File: src/rtl/i2s_pkg.sv
// Shared constants and types for the I2S transmitter.
// Frame layout: 32 slots per frame, left word first, MSB first.
package i2s_pkg;

  localparam int SAMPLE_W    = 16;
  localparam int FRAME_SLOTS = 32;
  localparam int SLOT_W      = $clog2(FRAME_SLOTS);

  localparam logic [SLOT_W-1:0] LR_RISE_SLOT = SLOT_W'(15);
  localparam logic [SLOT_W-1:0] LR_FALL_SLOT = SLOT_W'(31);

  typedef struct packed {
    logic [SAMPLE_W-1:0] left;
    logic [SAMPLE_W-1:0] right;
  } stereo_t;

  // Word select leads the data MSB by one BCLK
  function automatic logic lr_at(logic [SLOT_W-1:0] s);
    return (s >= LR_RISE_SLOT) && (s != LR_FALL_SLOT);
  endfunction

endpackage

File: src/rtl/i2s_bclk_gen.sv
// Bit clock generator: divides i_clk by 2*CLK_DIV.
// o_fall is high in the cycle whose closing edge drops o_bclk.
module i2s_bclk_gen #(
  parameter int CLK_DIV = 4
) (
  input  logic i_clk,
  input  logic i_rst,
  output logic o_bclk,
  output logic o_fall
);

  localparam int CW = $clog2(CLK_DIV);
  localparam logic [CW-1:0] LAST = CW'(CLK_DIV - 1);

  logic [CW-1:0] div_cnt;
  logic          wrap;

  assign wrap   = (div_cnt == LAST);
  assign o_fall = wrap & o_bclk;

  always_ff @(posedge i_clk or posedge i_rst) begin
    if (i_rst) begin
      div_cnt <= '0;
      o_bclk  <= 1'b0;
    end else if (wrap) begin
      div_cnt <= '0;
      o_bclk  <= ~o_bclk;
    end else begin
      div_cnt <= div_cnt + 1'b1;
    end
  end

endmodule

File: src/rtl/i2s_tx.sv
// Stereo Philips I2S transmitter with a one-entry holding register.
// Serial outputs update on the same edge that drops BCLK.
import i2s_pkg::*;

module i2s_tx #(
  parameter int CLK_DIV = 4
) (
  input  logic        i_clk,
  input  logic        i_rst,
  input  logic [15:0] i_left,
  input  logic [15:0] i_right,
  input  logic        i_valid,
  output logic        o_ready,
  output logic        o_bclk,
  output logic        o_lrclk,
  output logic        o_sdata,
  output logic        o_underrun
);

  logic              fall;
  logic              accept;
  logic              start;
  logic              hold_full;
  stereo_t           hold;
  logic [SLOT_W-1:0] slot;
  logic [SLOT_W-1:0] slot_nxt;
  logic [31:0]       shreg;

  i2s_bclk_gen #(.CLK_DIV(CLK_DIV)) u_bclk (
    .i_clk  (i_clk),
    .i_rst  (i_rst),
    .o_bclk (o_bclk),
    .o_fall (fall)
  );

  assign accept   = i_valid & o_ready;
  assign slot_nxt = slot + 1'b1;
  assign start    = fall && (slot == LR_FALL_SLOT);

  // Accept only when empty and drain only when full, so they never collide
  always_ff @(posedge i_clk or posedge i_rst) begin
    if (i_rst) begin
      hold      <= '0;
      hold_full <= 1'b0;
      o_ready   <= 1'b1;
    end else begin
      if (accept) begin
        hold      <= {i_left, i_right};
        hold_full <= 1'b1;
        o_ready   <= 1'b0;
      end else if (start && hold_full) begin
        hold_full <= 1'b0;
        o_ready   <= 1'b1;
      end
    end
  end

  always_ff @(posedge i_clk or posedge i_rst) begin
    if (i_rst) begin
      slot       <= LR_FALL_SLOT;
      shreg      <= '0;
      o_sdata    <= 1'b0;
      o_lrclk    <= 1'b0;
      o_underrun <= 1'b0;
    end else begin
      o_underrun <= start & ~hold_full;
      if (fall) begin
        slot    <= slot_nxt;
        o_lrclk <= lr_at(slot_nxt);
        if (start) begin
          shreg   <= hold_full ? 32'(hold) : 32'd0;
          o_sdata <= hold_full & hold[31];
        end else begin
          shreg   <= {shreg[30:0], 1'b0};
          o_sdata <= shreg[30];
        end
      end
    end
  end

endmodule
File: config.mk
export PLATFORM = sky130hd
export DESIGN_NAME = i2s_tx
export DESIGN_NICKNAME = d
export VERILOG_FILES = /design/src/rtl/i2s_pkg.sv /design/src/rtl/i2s_bclk_gen.sv /design/src/rtl/i2s_tx.sv
export SDC_FILE = /design/constraint.sdc
export NUM_CORES = 1
export LEC_CHECK = 0
export ABC_AREA = 1
export CAP_MARGIN = 10
export CORE_UTILIZATION = 55
export CTS_CLUSTER_DIAMETER = 120
export DETAILED_ROUTE_END_ITERATION = 16
export GPL_TIMING_DRIVEN = 0
export PLACE_DENSITY = 0.75
export SLEW_MARGIN = 40
export SYNTH_ARGS = -nofsm -noshare
export SYNTH_HDL_FRONTEND = slang
export SYNTH_SLANG_ARGS = --single-unit
File: constraint.sdc
create_clock -name i_clk -period 3.26 [get_ports i_clk]
set_clock_uncertainty 0.2 [all_clocks]
set_input_delay 0.326 -clock i_clk [delete_from_list [all_inputs] [get_ports i_clk]]
set_output_delay 0.326 -clock i_clk [all_outputs]
set_load 0.05 [all_outputs]
==> reports/metrics.yaml <==
die:
  dieArea_mm2: 0.00632
  core_area_mm2: 0.00564
  io_pins: 40
  rows: 27
  die_w_um: 79.5
  die_h_um: 79.5
  start_util: 0.586
clock_network:
  post_cts_buffers: 0
  cts_tree: "done"
  clockRootBuffer: "clkbuf_8"
  postCtsResizedCells: 0
  cts_buffer_depth: 2
  hold_buffers: 0
  clock_latency_ps: 340
  clk_pin_slew_ps: 80
  htreeDepth: 3
  cts.sinks: 76
  cts_buffers: 9
sta:
  slew-limit-headroom: 0.660
  whs_ps: 134
  max_freq_mhz: 444
  finalMaxSlewViolations: 0
  rsz0062_at_grt: "false"
  tightest_slew_ps: 508
  hold_viol: 0
  min_period_ps: 2250
  setup_viol_count_final: 0
  setup_slack_ps: 1010
  timing.final.crit_share: 0.691
route:
  drtAntennaViolNets: 0
  remaining_drc_errors: 0
  via_per_inst: 5.32
  wl_per_cell_um: 13.7
  drt_iter0_drc: 140
  num_vias: 2626
  firstDrtPassIters: 5
  routed_wirelength_mm: 6.75
critical_path:
  setup.worst_path.start_class: "flip-flop"
  worst-path-max-fanout: 10
  worst_ep_required_time_ps: 3320
  worstReg2RegEnd: "shreg[20]$_DFFE_PP0P_"
  regToRegStartpoint: "slot[0]$_DFFE_PP1P_"
  endpoint_kind: "flip-flop"
  max_stage_delay_ps: 570
  path_cells: "ha_1 -> nand2_1 -> nor2_1 -> ha_1 -> inv_1 -> nor2_8 -> nand2_2 -> buf_6 -> o22ai_1 -> nand2_1 -> o21ai_0"
  cp-startpoint: "slot[0]$_DFFE_PP1P_"
  arrival_ps: 2320
  path_class: "flip-flop to flip-flop"
  rrSetupSlack_ps: 1010
  reg2regPathDepth: 11
  slowest_stage: "dfstp_2"
finish:
  design_area_mm2: 0.00406
  final.fill_count: 438
  drive_gt1_frac: 0.102
  area_growth_pct: 22.8
  final_nets: 456
  antennaDiodeCount: 0
yosys:
  synth_enable_flop_cells: 0
  synth-warning-count: 0
  netlist_area_mm2: 0.00330
  synthCells: 366
  ys_seq_area_frac: 0.578
  syn_avg_cell_area_um2: 9.03
  synth_seq_cells: 76
  synth_cell_types: 28
  ys.flop_type: "dfrtp_1"
  synthArstFlopShare: 1.00
  syn_nets: 405
placed_design:
  place_congestion: 0.773
  dp_slack_ps: 1050
  placed_area_mm2: 0.00381
  dpl.hpwl_mm: 4.43
  port_buffers: 39
worst_hold_path:
  hold_path.class: "input port to async pin"
power:
  leakagePower_nw: 1.91
  power_density_mw_per_mm2: 554
  power_mw: 2.25
  peakVddDrop_mv: 0.393
global_routing:
  antenna_found_initial: 0
  grtUsageTotal: 0.240
  grt_max_degree: 43
  grt-ovfl-total: 0
  grt_pass1_wl_mm: 11.7
  grt_pass1_vias: 2594
job:
  cap_violations: 0
run_status:
  status: "complete, no violations"
-- cells in the mapped netlist, types with 2 or more instances --
cell type / instances / area [um2]
o22ai_2: 6 / 75.1
clkinv_1: 2 / 7.51
a22oi_1: 2 / 15.0
ha_1: 4 / 50.1
buf_6: 2 / 22.5
nand3_1: 14 / 70.1
inv_1: 44 / 165
nand2_1: 97 / 364
dfrtp_1: 70 / 1750
o21ai_0: 33 / 165
nor2_1: 14 / 52.6
a21oi_1: 23 / 115
o21ai_1: 7 / 35.0
buf_2: 5 / 25.0
buf_4: 2 / 15.0
xor2_1: 2 / 17.5
clkbuf_1: 10 / 37.5
nand4_1: 2 / 12.5
o22ai_1: 13 / 81.3
dfstp_2: 6 / 158
-- worst max path at each step --
stage | end | slack (ps) | depth (start not counted)
after global placement | hold[13]$_DFFE_PP0P_ | -460 | 2
after detailed placement | shreg[13]$_DFFE_PP0P_ | 1050 | 11
after global routing | shreg[13]$_DFFE_PP0P_ | 850 | 11
final | shreg[20]$_DFFE_PP0P_ | 1010 | 11
after floorplan | hold[0]$_DFFE_PP0P_ | 810 | 1
after CTS | shreg[13]$_DFFE_PP0P_ | 1010 | 11
-- layout make-up --
class / instances / area [um2] / area share
inverters: 46 / 178 / 0.0438
well taps: 72 / 90.1 / 0.0222
multi-input cells: 223 / 1110 / 0.274
clock inverters: 6 / 111 / 0.0274
clock buffers: 10 / 138 / 0.0339
plain buffers: 21 / 109 / 0.0268
repair buffers: 40 / 410 / 0.101
flip-flops and latches: 76 / 1910 / 0.470
-- flip-flops by register name (all words and copies together), names as in the netlist --
| signal | flops |
|---|---|
| hold | 32 |
| shreg | 31 |
| slot | 5 |
| u_bclk.div_cnt | 2 |
| hold_full | 1 |
| o_lrclk | 1 |
| o_ready | 1 |
| o_sdata | 1 |
| o_underrun | 1 |
| u_bclk.o_bclk | 1 |
-- cells in the final DEF (no fill, tap or decap), types with 2 or more instances in the layout --
| cell type | n |
|---|---|
| nand3_1 | 14 |
| nand2_1 | 97 |
| o21ai_1 | 7 |
| clkdlybuf4s50_1 | 39 |
| dfstp_2 | 6 |
| inv_1 | 43 |
| dfrtp_1 | 70 |
| o22ai_1 | 13 |
| o21ai_0 | 33 |
| buf_4 | 2 |
| xor2_1 | 2 |
| clkbuf_1 | 10 |
| bufinv_16 | 3 |
| o22ai_2 | 6 |
| clkbuf_8 | 10 |
| nand4_1 | 2 |
| buf_6 | 2 |
| a21oi_1 | 23 |
| a22oi_1 | 2 |
| buf_2 | 5 |
| clkinv_1 | 2 |
| nor2_1 | 14 |
| ha_1 | 4 |
-- per-stage QoR --
stage          TNS (ps)  std cells   util
3_5_place_dp          0        478  0.675
2_1_floorplan         0        366      -
5_1_grt               0        494  0.719
4_1_cts               0        494  0.719
3_3_place_gp     -32030        477  0.671
6_report              0        494  0.719
-- routing by layer --
layer,share of wire,routed length (um),GRT usage,vias to the layer above
met3,0.046,309,0.0514,9
met1,0.47,3150,0.320,1266
met4,0.012,79,0.0855,0
met2,0.48,3210,0.385,71
met5,0,0,0,-
li1,-,-,-,1280
-- worst max-delay path, delay by kind of cell, from the launching register on --
kind | cells | cell delay, ps
adders and majority gates | 2 | 360
DFF | 1 | 570
buffers and inverters | 2 | 300
and+or+nand+nor | 5 | 520
AOI/OAI and AO/OA | 2 | 220
-- report_power, final --
part | total (mW) | leakage [nW] | internal [mW] | switching [mW]
clock | 0.884 | 0.122 | 0.529 | 0.355
combinational | 0.238 | 0.810 | 0.104 | 0.134
sequential | 1.13 | 0.982 | 1.07 | 0.0524
total | 2.25 | 1.91 | 1.71 | 0.541
-- cell families after synthesis --
kind of cell    share of synthesized area
buf+inv                            0.0852
xor+xnor                          0.00530
simple gates                        0.164
fa+ha+maj                          0.0151
compound gates                      0.153
flops                               0.578
No activity file was read; power rests on OpenSTA's default activity.
